===== src/rtl/riscv_pkg.sv =====
// Shared RV32 definitions used by the instruction-memory loader and the core top.
package riscv_pkg;

  localparam int XLEN = 32;
  localparam logic [XLEN-1:0] NOP_INSTR = 32'h00000013;  // addi x0, x0, 0

  typedef enum logic [2:0] {
    IDLE,
    CLEAR,
    LOAD,
    RELEASE,
    RUN,
    ERROR
  } loader_state_t;

endpackage


===== src/rtl/imem_loader.sv =====
// Streams a program into instruction memory after filling it with NOPs,
// then releases the core from reset. Overflowing the memory is a sticky error.
module imem_loader
  import riscv_pkg::*;
#(
  parameter int DEPTH  = 64,
  parameter int ADDR_W = $clog2(DEPTH)
) (
  input  logic              clk,
  input  logic              reset,
  input  logic              start,
  input  logic              in_valid,
  input  logic [XLEN-1:0]   in_data,
  input  logic              in_last,
  output logic              in_ready,
  output logic              imem_we,
  output logic [ADDR_W-1:0] imem_addr,
  output logic [XLEN-1:0]   imem_wdata,
  output logic              cpu_reset,
  output logic              done,
  output logic              error,
  output logic [ADDR_W:0]   word_count
);

  localparam logic [ADDR_W:0]   DEPTH_CNT = (ADDR_W + 1)'(DEPTH);
  localparam logic [ADDR_W:0]   READY_LIM = (ADDR_W + 1)'(DEPTH + 1);
  localparam logic [ADDR_W-1:0] LAST_ADDR = ADDR_W'(DEPTH - 1);

  loader_state_t     state_q, state_d;
  logic [ADDR_W:0]   word_count_q, word_count_d;
  logic              imem_we_q, imem_we_d;
  logic [ADDR_W-1:0] imem_addr_q, imem_addr_d;
  logic [XLEN-1:0]   imem_wdata_q, imem_wdata_d;
  logic              cpu_reset_q, cpu_reset_d;
  logic              done_q, done_d;
  logic              error_q, error_d;
  logic              handshake;
  logic              begin_load;

  assign in_ready  = (state_q == LOAD) && (word_count_q < READY_LIM);
  assign handshake = in_valid && in_ready;

  // NOTE: every signal driven here gets a default first so no latch can be inferred.
  always_comb begin
    state_d      = state_q;
    word_count_d = word_count_q;
    imem_we_d    = 1'b0;
    imem_addr_d  = imem_addr_q;
    imem_wdata_d = imem_wdata_q;
    error_d      = error_q;
    begin_load   = 1'b0;

    case (state_q)
      IDLE:    begin_load = start;
      CLEAR: begin
        // imem_addr_q doubles as the clear pointer: it holds the address being written now.
        if (imem_addr_q == LAST_ADDR) begin
          state_d = LOAD;
        end else begin
          imem_we_d    = 1'b1;
          imem_addr_d  = imem_addr_q + 1'b1;
          imem_wdata_d = NOP_INSTR;
        end
      end
      LOAD: begin
        if (handshake) begin
          word_count_d = word_count_q + 1'b1;
          if (word_count_q < DEPTH_CNT) begin
            imem_we_d    = 1'b1;
            imem_addr_d  = word_count_q[ADDR_W-1:0];
            imem_wdata_d = in_data;
            if (in_last) state_d = RELEASE;
          end else begin
            error_d = 1'b1;
            state_d = ERROR;
          end
        end
      end
      RELEASE: state_d = RUN;
      RUN:     begin_load = start;
      ERROR:   state_d = ERROR;
      default: state_d = IDLE;
    endcase

    if (begin_load) begin
      state_d      = CLEAR;
      word_count_d = '0;
      imem_we_d    = 1'b1;
      imem_addr_d  = '0;
      imem_wdata_d = NOP_INSTR;
    end

    cpu_reset_d = (state_d != RUN);
    done_d      = (state_d == RUN);
  end

  // NOTE: sequential state uses non-blocking assignments so every flop samples pre-edge values.
  always_ff @(posedge clk) begin
    if (reset) begin
      state_q      <= IDLE;
      word_count_q <= '0;
      imem_we_q    <= 1'b0;
      imem_addr_q  <= '0;
      imem_wdata_q <= '0;
      cpu_reset_q  <= 1'b1;
      done_q       <= 1'b0;
      error_q      <= 1'b0;
    end else begin
      state_q      <= state_d;
      word_count_q <= word_count_d;
      imem_we_q    <= imem_we_d;
      imem_addr_q  <= imem_addr_d;
      imem_wdata_q <= imem_wdata_d;
      cpu_reset_q  <= cpu_reset_d;
      done_q       <= done_d;
      error_q      <= error_d;
    end
  end

  assign imem_we    = imem_we_q;
  assign imem_addr  = imem_addr_q;
  assign imem_wdata = imem_wdata_q;
  assign cpu_reset  = cpu_reset_q;
  assign done       = done_q;
  assign error      = error_q;
  assign word_count = word_count_q;

endmodule


===== config.mk =====
export PLATFORM = sky130hd
export DESIGN_NAME = imem_loader
export DESIGN_NICKNAME = d
export VERILOG_FILES = /design/src/rtl/riscv_pkg.sv /design/src/rtl/imem_loader.sv
export SDC_FILE = /design/constraint.sdc
export NUM_CORES = 1
export LEC_CHECK = 0
export BUFFER_PORTS_ARGS = -buffer_cell sky130_fd_sc_hd__buf_2
export CORE_ASPECT_RATIO = 0.8
export CORE_MARGIN = 4
export CORE_UTILIZATION = 50
export CTS_CLUSTER_SIZE = 20
export DETAILED_ROUTE_END_ITERATION = 8
export PLACE_DENSITY = 0.77
export SYNTH_ARGS = -nofsm -noshare
export SYNTH_HDL_FRONTEND = slang
export SYNTH_SLANG_ARGS = --single-unit
export TNS_END_PERCENT = 5

===== constraint.sdc =====
create_clock -name clk -period 1.9 [get_ports clk]
set_clock_uncertainty 0.05 [all_clocks]
set_input_delay 0.285 -clock clk [delete_from_list [all_inputs] [get_ports clk]]
set_output_delay 0.285 -clock clk [all_outputs]
set_load 0.01 [all_outputs]

==> impl_results.md <==
- Via count: 2557
- Post-DRT Antenna Nets: 0
- DRT iter0 DRCs: 185
- Nets: 414
- CP startpoint kind: register
- Fin Setup TNS: 0 ns
- Count of buffer and inverter cells on the critical path: 3
- Worst Setup End Kind: output port
- CP Max Fanout: 13
- DRC: 0
- Worst vdd ir: 0.368 mV
- Proportion of netlist area held by the largest area contributor: 41.5%
- Post-Synth XOR/XNOR Area: 1.05%
- Fin. max-slew vios: 0
- Final setup viols: 0
- RSZ-0062 raised after global routing: yes
- Post-Synth Simple-Gate Area: 23.4%
- Ys async rst share: 0%
- Clk sinks: 52
- Number of flops mapped to enable cells by yosys: 0
- Core area: 0.00471 mm2
- Rows: 22
- Clock Latency Late Sink: 0.30 ns
- Total nets after synthesis: 324
- Crit share post-route: 98.0%
- CTS H-tree depth: 2
- Syn_area_per_cell: 8.80 um2
- Initial Util: 53.3%
- Post-synth top area cell: dfxtp_1
- RePlAce Congestion: 0.822
- CP Data Arrival Time: 1.53 ns
- First-pass GRT wire length: 11000 um
- Yosys cell types: 51
- Final hold violation count: 0
- Max_cap viols: 0
- Number of synthesized register bits: 52
- Leak: 1.33 nW
- Synth Area in Compound Gates: 24.6%
- TritonCTS buffer count: 5
- F_max: 537 MHz
- Outcome: finished clean
- Pin count of the biggest net entering global routing: 39
- Relative slew slack: 67.7%
- CP delay by family, top: buffers and inverters
- Layout cells sized above 1: 37.2%
- N_diodes: 0
- Die Wd: 87.2 um
- Crit path kind: reg2out
- Gr usage total: 21.8%
- Min-Delay Path Class: in2reg
- Vias in the first global route: 2287
- Die height: 71.4 um
- Area growth syn-to-layout: 29.6%
- Clock tree buffer depth: 2
- Initial antenna violation count: 0
- Post-DP HPWL: 4890 um
- Largest family of logic cells by synthesized area: compound AO/OA/AOI/OAI gates
- Root Driver: clkbuf_8
- Slowest stage delay, CP: 0.36 ns
- Synth area leaders: dfxtp_1 41%, o211ai_1 9.3%, nand3_1 7.2%
- Reg clk slew, reported paths: 0.10 ns
- Synthesized area: 0.00251 mm2
- Pwr per Cell Area: 611 mW/mm2
- IO Pins: 87
- Pre-CTS setup slack: 0.0837 ns
- Total Routed Length: 6980 um
- Primary FF master, synth: dfxtp_1
- Tmin final: 1.86 ns
- Slowest CP cell: dfxtp_2
- CTS tree: done
- GR Overflow Total: 0
- DRT Pass-1 Iters: 5
- Mux contribution to synthesized area: 0.798%
- Adder-Cell Fraction of Synth Area: 0.998%
- Final WS setup: 0.0379 ns
- Post-Syn Instances: 285
- IO Port Bufs: 86
- Crit path cell chain: buf_4 > nor3b_4 > buf_12 > and2_1 > buf_2
- Sequential share of the synthesized area: 41.5%
- Wire per inst: 16.0 um
- PnR Total Power: 1.99 mW
- Worst-Margin Slew: 0.482 ns
- Critical Path RT: 1.56 ns
- Yosys warnings: 0
- Vias/cell: 5.86
- CTS Hold Bufs: 0
- Die Area: 0.00622 mm2
## worst min-delay path, delay by kind of cell
kind | cells | cell delay, ns
compound gates | 2 | 0.14
buf+inv | 1 | 0.09
## synth_stat cells, types with 2 or more instances
library cell	instances
clkbuf_1	4
nor3_1	4
o211ai_1	31
nor2b_1	3
and3_1	2
nand3_1	36
nor4_2	2
buf_6	5
o22ai_1	4
a31oi_1	5
buf_4	2
inv_1	3
nand2_1	14
a22oi_1	2
ha_1	2
o21a_1	2
mux2i_1	2
nor4_1	5
a21oi_1	33
a311o_1	2
nand3b_1	2
buf_2	18
a211oi_1	4
and2_1	3
nor3b_4	3
dfxtp_1	52
xnor2_1	3
nor2_1	13
o21ai_0	2
## final cells by class
class	instances	area, um2
Clock buffer	6	82.6
Sequential cell	52	1050
Inverter	3	11.3
Clock inverter	2	13.8
Timing Repair Buffer	113	708
Tap cell	60	75.1
Multi-Input combinational cell	200	1310
Fill cell	377	1460
## path summary, 6_finish.rpt
| kind | start | end | slack (ns) | cells past startpoint |
|---|---|---|---|---|
| worst max register to register | imem_addr[0]$_SDFFE_PP0P_ | imem_wdata[31]$_SDFFE_PP0P_ | 0.12 | 7 |
| worst min-delay path | in_data[26] | imem_wdata[26]$_SDFFE_PP0P_ | 0.20 | 3 |
| worst max-delay path | state_q[0]$_SDFF_PP0_ | in_ready | 0.04 | 5 |
| worst min register to register | imem_wdata[12]$_SDFFE_PP0P_ | imem_wdata[12]$_SDFFE_PP0P_ | 0.41 | 2 |
## power by group
group	switching (mW)	internal, mW	total [mW]
sequential	0.00783	1.10	1.11
clock	0.364	0.298	0.663
combinational	0.121	0.0951	0.216
total	0.493	1.50	1.99
## state kept, by name, summed over array words and instances (netlist names)
name	count
imem_we	1
imem_addr	6
error	1
state_q	3
done	1
imem_wdata	32
word_count	7
cpu_reset	1
## metrics by stage
step	instances	cell area [um2]	hold slack (ns)	utilization [%]
5_1_grt	436	3250	0.201	69.1
4_1_cts	436	3230	0.200	68.6
3_3_place_gp	425	3070	0.398	65.3
2_1_floorplan	285	2510	0.417	-
6_report	436	3250	0.202	69.1
3_5_place_dp	425	3070	0.407	65.3
## metal layers
metal / wire, um / part of all wire (%) / global-route usage, %
met4: 52 / 0.75 / 5.45
met2: 3120 / 45 / 32.1
met1: 3180 / 46 / 32.3
met3: 632 / 9.1 / 4.83
met5: 0 / 0 / 0
## placed cells by master (no fill, tap or decap), types with 3 or more instances in the layout
master / Yosys / routed
buf_2: 18 / 86
dfxtp_1: 52 / 47
nand3_1: 36 / 35
a21oi_1: 33 / 33
o211ai_1: 31 / 31
buf_4: 2 / 22
nand2_1: 14 / 14
nor2_1: 13 / 13
clkbuf_8: 0 / 6
a31oi_1: 5 / 5
dfxtp_2: 0 / 5
nor4_1: 5 / 4
a211oi_1: 4 / 4
nor3_1: 4 / 4
o22ai_1: 4 / 4
buf_12: 0 / 4
nor3b_4: 3 / 3
and2_1: 3 / 3
inv_1: 3 / 3
nor2b_1: 3 / 3
xnor2_1: 3 / 3
## repair_timing
action | CTS | global route
resized for setup | 4 | 6
endpoints found under the setup margin | 1 | 29
gates cloned | 1 | 0
buffers inserted | 2 | 0
pin swaps | 1 | 0
## cells by family (layout without fill, tap and decap cells)
logic type | Yosys count | after routing
fa+ha+maj | 2 | 2
xor+xnor | 3 | 3
buf+inv | 33 | 124
compound gates | 93 | 93
flops | 52 | 52
simple gates | 100 | 100
mux | 2 | 2
No activity file was read; power rests on OpenSTA's default activity.
